[src/rtl/serial_subtractor_nb.sv]
// Digit-serial N-bit subtractor: diff = a - b - bin, D bits per clock, LSB digit first,
// behind a start/busy/done handshake with borrow, zero and signed-overflow flags.
module serial_subtractor_nb #(
    parameter int N = 16,
    parameter int D = 4
) (
    input  logic         clk,
    input  logic         rst_n,
    input  logic         start,
    input  logic [N-1:0] a,
    input  logic [N-1:0] b,
    input  logic         bin,
    output logic         busy,
    output logic         done,
    output logic [N-1:0] diff,
    output logic         bout,
    output logic         zero,
    output logic         ovf
);

    localparam int NDIG = N / D;
    localparam int CW   = (NDIG > 1) ? $clog2(NDIG) : 1;

    typedef enum logic [1:0] {
        S_IDLE = 2'd0,
        S_RUN  = 2'd1,
        S_DONE = 2'd2
    } state_t;

    state_t         state_q, state_d;
    logic [CW-1:0]  cnt_q, cnt_d;
    logic [N-1:0]   a_sh_q, a_sh_d;
    logic [N-1:0]   b_sh_q, b_sh_d;
    logic [N-1:0]   res_q, res_d;
    logic           borrow_q, borrow_d;
    logic           busy_q, busy_d;
    logic           done_q, done_d;
    logic [N-1:0]   diff_q, diff_d;
    logic           bout_q, bout_d;
    logic           zero_q, zero_d;
    logic           ovf_q, ovf_d;

    logic [D:0]     sub_s;
    logic [N+D-1:0] res_cat_s;
    logic [N-1:0]   res_next_s;
    logic           accept_s;

    // Next-state, digit datapath and output-register computation
    always_comb begin
        state_d  = state_q;
        cnt_d    = cnt_q;
        a_sh_d   = a_sh_q;
        b_sh_d   = b_sh_q;
        res_d    = res_q;
        borrow_d = borrow_q;
        diff_d   = diff_q;
        bout_d   = bout_q;
        zero_d   = zero_q;
        ovf_d    = ovf_q;
        accept_s = 1'b0;

        // Bit D of the widened digit difference is the borrow into the next digit.
        sub_s      = {1'b0, a_sh_q[D-1:0]} - {1'b0, b_sh_q[D-1:0]} - {{D{1'b0}}, borrow_q};
        res_cat_s  = {sub_s[D-1:0], res_q};
        res_next_s = res_cat_s[N+D-1:D];

        case (state_q)
            S_IDLE: begin
                if (start) begin
                    accept_s = 1'b1;
                end else begin
                    state_d = S_IDLE;
                end
            end
            S_RUN: begin
                res_d    = res_next_s;
                borrow_d = sub_s[D];
                a_sh_d   = a_sh_q >> D;
                b_sh_d   = b_sh_q >> D;
                cnt_d    = cnt_q + CW'(1);
                if (cnt_q == CW'(NDIG - 1)) begin
                    // Last digit: its top bit is the operand sign bit, so ovf is formed here.
                    state_d = S_DONE;
                    diff_d  = res_next_s;
                    bout_d  = sub_s[D];
                    zero_d  = (res_next_s == {N{1'b0}});
                    ovf_d   = (a_sh_q[D-1] != b_sh_q[D-1]) && (sub_s[D-1] != a_sh_q[D-1]);
                end else begin
                    state_d = S_RUN;
                end
            end
            S_DONE: begin
                if (start) begin
                    accept_s = 1'b1;
                end else begin
                    state_d = S_IDLE;
                end
            end
            default: begin
                state_d = S_IDLE;
            end
        endcase

        if (accept_s) begin
            state_d  = S_RUN;
            cnt_d    = {CW{1'b0}};
            a_sh_d   = a;
            b_sh_d   = b;
            res_d    = {N{1'b0}};
            borrow_d = bin;
        end else begin
            state_d  = state_d;
        end

        busy_d = (state_d == S_RUN);
        done_d = (state_d == S_DONE);
    end

    // State, datapath and output registers with synchronous active-low reset
    always_ff @(posedge clk) begin
        if (!rst_n) begin
            state_q  <= S_IDLE;
            cnt_q    <= {CW{1'b0}};
            a_sh_q   <= {N{1'b0}};
            b_sh_q   <= {N{1'b0}};
            res_q    <= {N{1'b0}};
            borrow_q <= 1'b0;
            busy_q   <= 1'b0;
            done_q   <= 1'b0;
            diff_q   <= {N{1'b0}};
            bout_q   <= 1'b0;
            zero_q   <= 1'b0;
            ovf_q    <= 1'b0;
        end else begin
            state_q  <= state_d;
            cnt_q    <= cnt_d;
            a_sh_q   <= a_sh_d;
            b_sh_q   <= b_sh_d;
            res_q    <= res_d;
            borrow_q <= borrow_d;
            busy_q   <= busy_d;
            done_q   <= done_d;
            diff_q   <= diff_d;
            bout_q   <= bout_d;
            zero_q   <= zero_d;
            ovf_q    <= ovf_d;
        end
    end

    assign busy = busy_q;
    assign done = done_q;
    assign diff = diff_q;
    assign bout = bout_q;
    assign zero = zero_q;
    assign ovf  = ovf_q;

endmodule

[config.mk]
export PLATFORM = sky130hd
export DESIGN_NAME = serial_subtractor_nb
export DESIGN_NICKNAME = d
export VERILOG_FILES = /design/src/rtl/serial_subtractor_nb.sv
export SDC_FILE = /design/constraint.sdc
export NUM_CORES = 1
export LEC_CHECK = 0
export BUFFER_PORTS_ARGS = -buffer_cell sky130_fd_sc_hd__buf_2
export CAP_MARGIN = 25
export CORE_AREA = 2 2 86 88
export DETAILED_ROUTE_END_ITERATION = 6
export DIE_AREA = 0 0 88 90
export PLACE_DENSITY_LB_ADDON = 0.25
export SLEW_MARGIN = 20
export SYNTH_ARGS = -nofsm -noshare
export SYNTH_HDL_FRONTEND = slang
export SYNTH_SLANG_ARGS = --single-unit
[constraint.sdc]
create_clock -name clk -period 2.6 [get_ports clk]
set_input_delay 0.26 -clock clk [delete_from_list [all_inputs] [get_ports clk]]
set_output_delay 0.26 -clock clk [all_outputs]
set_load 0.03 [all_outputs]
==> flow_summary.yaml <==
grt:
  overflow: 0
  grt.total_usage: 0.1740
  grt_max_degree: 45
  grt_pass1_wl_um: 10790
  grt_pass1_vias: 2293
  antenna_found_initial: 0
outcome:
  status: "completed"
timing:
  setup_viol: 0
  slew_headroom: 0.5036
  fmax_ghz: 0.4435
  min_period_over_period: 0.8672
  finalHoldViolations: 0
  period_minus_slack_ps: 2255
  slew_viol_final: 0
  clock_skew_ps: 12.54
  worstMarginPinSlew_ps: 743.7
  fin_ws_ps: 345.3
  rsz0062_at_grt: "false"
  setup_tns_ps: 0
place:
  dp_hpwl_um: 4480
  gp_congestion: 0.7886
  preCtsSetupSlack_ps: 344.8
  io_buffers: 56
cells_and_area:
  regArea_mm2: 0.001401
  nNetsFinal: 431
  n_fill_cell: 683
  diodes: 0
  final_common_cell: "nand2_1"
  utilization: 0.5019
  layout-drive-gt1-share: 0.2123
  final_cell_mix: "nand2_1, dfxtp_1, buf_2, a21boi_1, a21oi_1"
  multi_input_area_mm2: 0.001404
  syn_to_final_growth_pct: 20.14
worst_hold_path:
  hp-start: "a[10]"
  hp-class: "primary input to register"
drt:
  vias_per_cell: 4.963
  antenna_left: 0
  num_vias: 2432
  drc: 0
  drt-initial-drc-count: 104
  avgRoutedWirePerCell_um: 13.30
  routed_wl_um: 6518
  drt_pre_antenna_iters: 4
setup_path:
  startpoint_type: "register"
  required_ps: 2900
  end_kind: "register"
  critPathLaunch: "b_sh_q[0]"
  cp.arrival_ps: 2550
  r2r_start: "b_sh_q[0]"
  timing.reg2reg.setup_slack_ps: 350
  path_class: "register to register"
  cp_max_fo: 3
synthesis:
  seq_area_frac_synth: 0.4778
  synthCells: 334
  yosysWarnings: 0
  yosys-top-cells-area: "dfxtp_1, nand2_1, a21boi_1"
  yosys_register_bits: 70
  ys_types: 36
  synth_top_area_frac: 0.4778
  syn_area_mm2: 0.002933
  avgSynthCellArea_um2: 8.781
  yosys.area.top_type: "dfxtp_1"
  syn_nets: 379
cts:
  cts.sinks: 70
  clk_pin_slew_ps: 80
  cts_root_buf: "clkbuf_8"
  numCtsBuffers: 9
  postCtsSetupBuffers: 0
  cts-htree-levels: 3
  clockBufferDepth: 2
  ctsHoldBuffers: 0
  cts_resized: 0
  cts_tree: "built"
  clkLatencyLatePin_ps: 350
power:
  switching_share: 0.2640
  vdd_drop_max_mv: 0.3250
  internal_power_mw: 1.834
  totalPowerFinal_mw: 2.492
  power_density_mw_per_mm2: 707.4
  p_switching_mw: 0.6579
  combPwrFrac: 0.143
  clkPwrFrac: 0.395
  power_frac_seq: 0.463
  p_leak_nw: 1.511
die:
  start_util: 0.4178
  fp-row-count: 31
  core_area_mm2: 0.007020
  fp.dieH_um: 90
  die-area_mm2: 0.007920
  die_x_um: 88
  pin_count: 57
flow_run:
  maxCapViolCount: 0
[area by class of cell]
type	count	share of cell area
Inverter	8	0.008523
Clock buffer	11	0.04013
Multi-Input combinational cell	233	0.3984
Clock inverter	5	0.02344
Tap cell	99	0.03516
Sequential cell	70	0.3977
Timing Repair Buffer	64	0.09659
[power by group through the flow]
stage                     Sequential (mW)  Clock, mW  Combinational [mW]
after floorplan                      1.17          0               0.261
after global placement               1.18          0               0.349
after detailed placement             1.18          0               0.359
after CTS                            1.15       1.00               0.360
after global routing                 1.16       1.05               0.406
final                                1.15      0.983               0.356
[worst max-delay path, cell delays in order, from the launching register on]
cell and delay [ps]:
dfxtp_1 320, inv_1 60, fa_1 440, fa_1 410
xnor2_1 270, nand4_1 200, a2111oi_4 360, o21a_1 140
[kinds of logic (layout without fill, tap and decap cells)]
family / after synthesis / count (layout) / synth area share
AND/OR/NAND/NOR: 136 / 136 / 0.2078
AO/OA/AOI/OAI: 84 / 84 / 0.2146
flip-flops: 70 / 70 / 0.4778
buffers and inverters: 31 / 88 / 0.04437
adder cells (fa/ha/maj): 9 / 9 / 0.04351
XOR/XNOR: 4 / 4 / 0.01194
[sequential cells by signal, indices dropped and copies added (netlist names)]
register,cells
a_sh_q,16
b_sh_q,16
diff,16
res_q,12
cnt_q,2
state_q,2
borrow_q,1
bout,1
busy,1
done,1
ovf,1
zero,1
[through the flow]
| step | instances | hold slack (ps) | instance area (µm²) |
|---|---|---|---|
| 4_1_cts | 490 | 134.4 | 3523 |
| 6_report | 490 | 145.9 | 3523 |
| 5_1_grt | 490 | 138.8 | 3523 |
| 3_5_place_dp | 474 | 443.7 | 3299 |
| 2_1_floorplan | 334 | 393.6 | 2933 |
| 3_3_place_gp | 474 | 440.4 | 3297 |
[worst paths after layout]
check / depth (start not counted) / to
worst min-delay path: 2 / a_sh_q[10]
worst min register to register: 2 / diff[4]
worst max register to register: 7 / zero
worst max-delay path: 7 / zero
[per-layer routing]
| layer | wire length (µm) | track usage | vias up |
|---|---|---|---|
| li1 | - | - | 1252 |
| met1 | 2981 | 0.2301 | 1102 |
| met2 | 2999 | 0.2569 | 70 |
| met3 | 439 | 0.06612 | 8 |
| met4 | 98 | 0.06282 | 0 |
| met5 | 0 | 0 | - |
[synthesized netlist by cell type]
master and n:
nor2_1 15, o21ai_1 1, nand2_1 81, dfxtp_1 70, or3_4 1, o21a_1 2, nand4_1 2, a21oi_1 17
a211oi_1 3, nor3_1 1, ha_1 7, o211a_1 9, and2_0 1, and4_1 1, o211ai_1 1, a2111oi_4 1
inv_1 8, nor2b_1 7, xnor2_1 4, nand3_1 11, buf_2 8, and2b_1 1, a311o_1 1, fa_1 2
nand2_4 1, nand2b_1 4, clkbuf_1 12, a22oi_1 16, o221ai_1 7, and3_1 3, buf_1 2, a21boi_1 22
nor4_1 2, o21ai_0 4, buf_4 1, and2_1 5
Power figures use the tool's default switching activity.
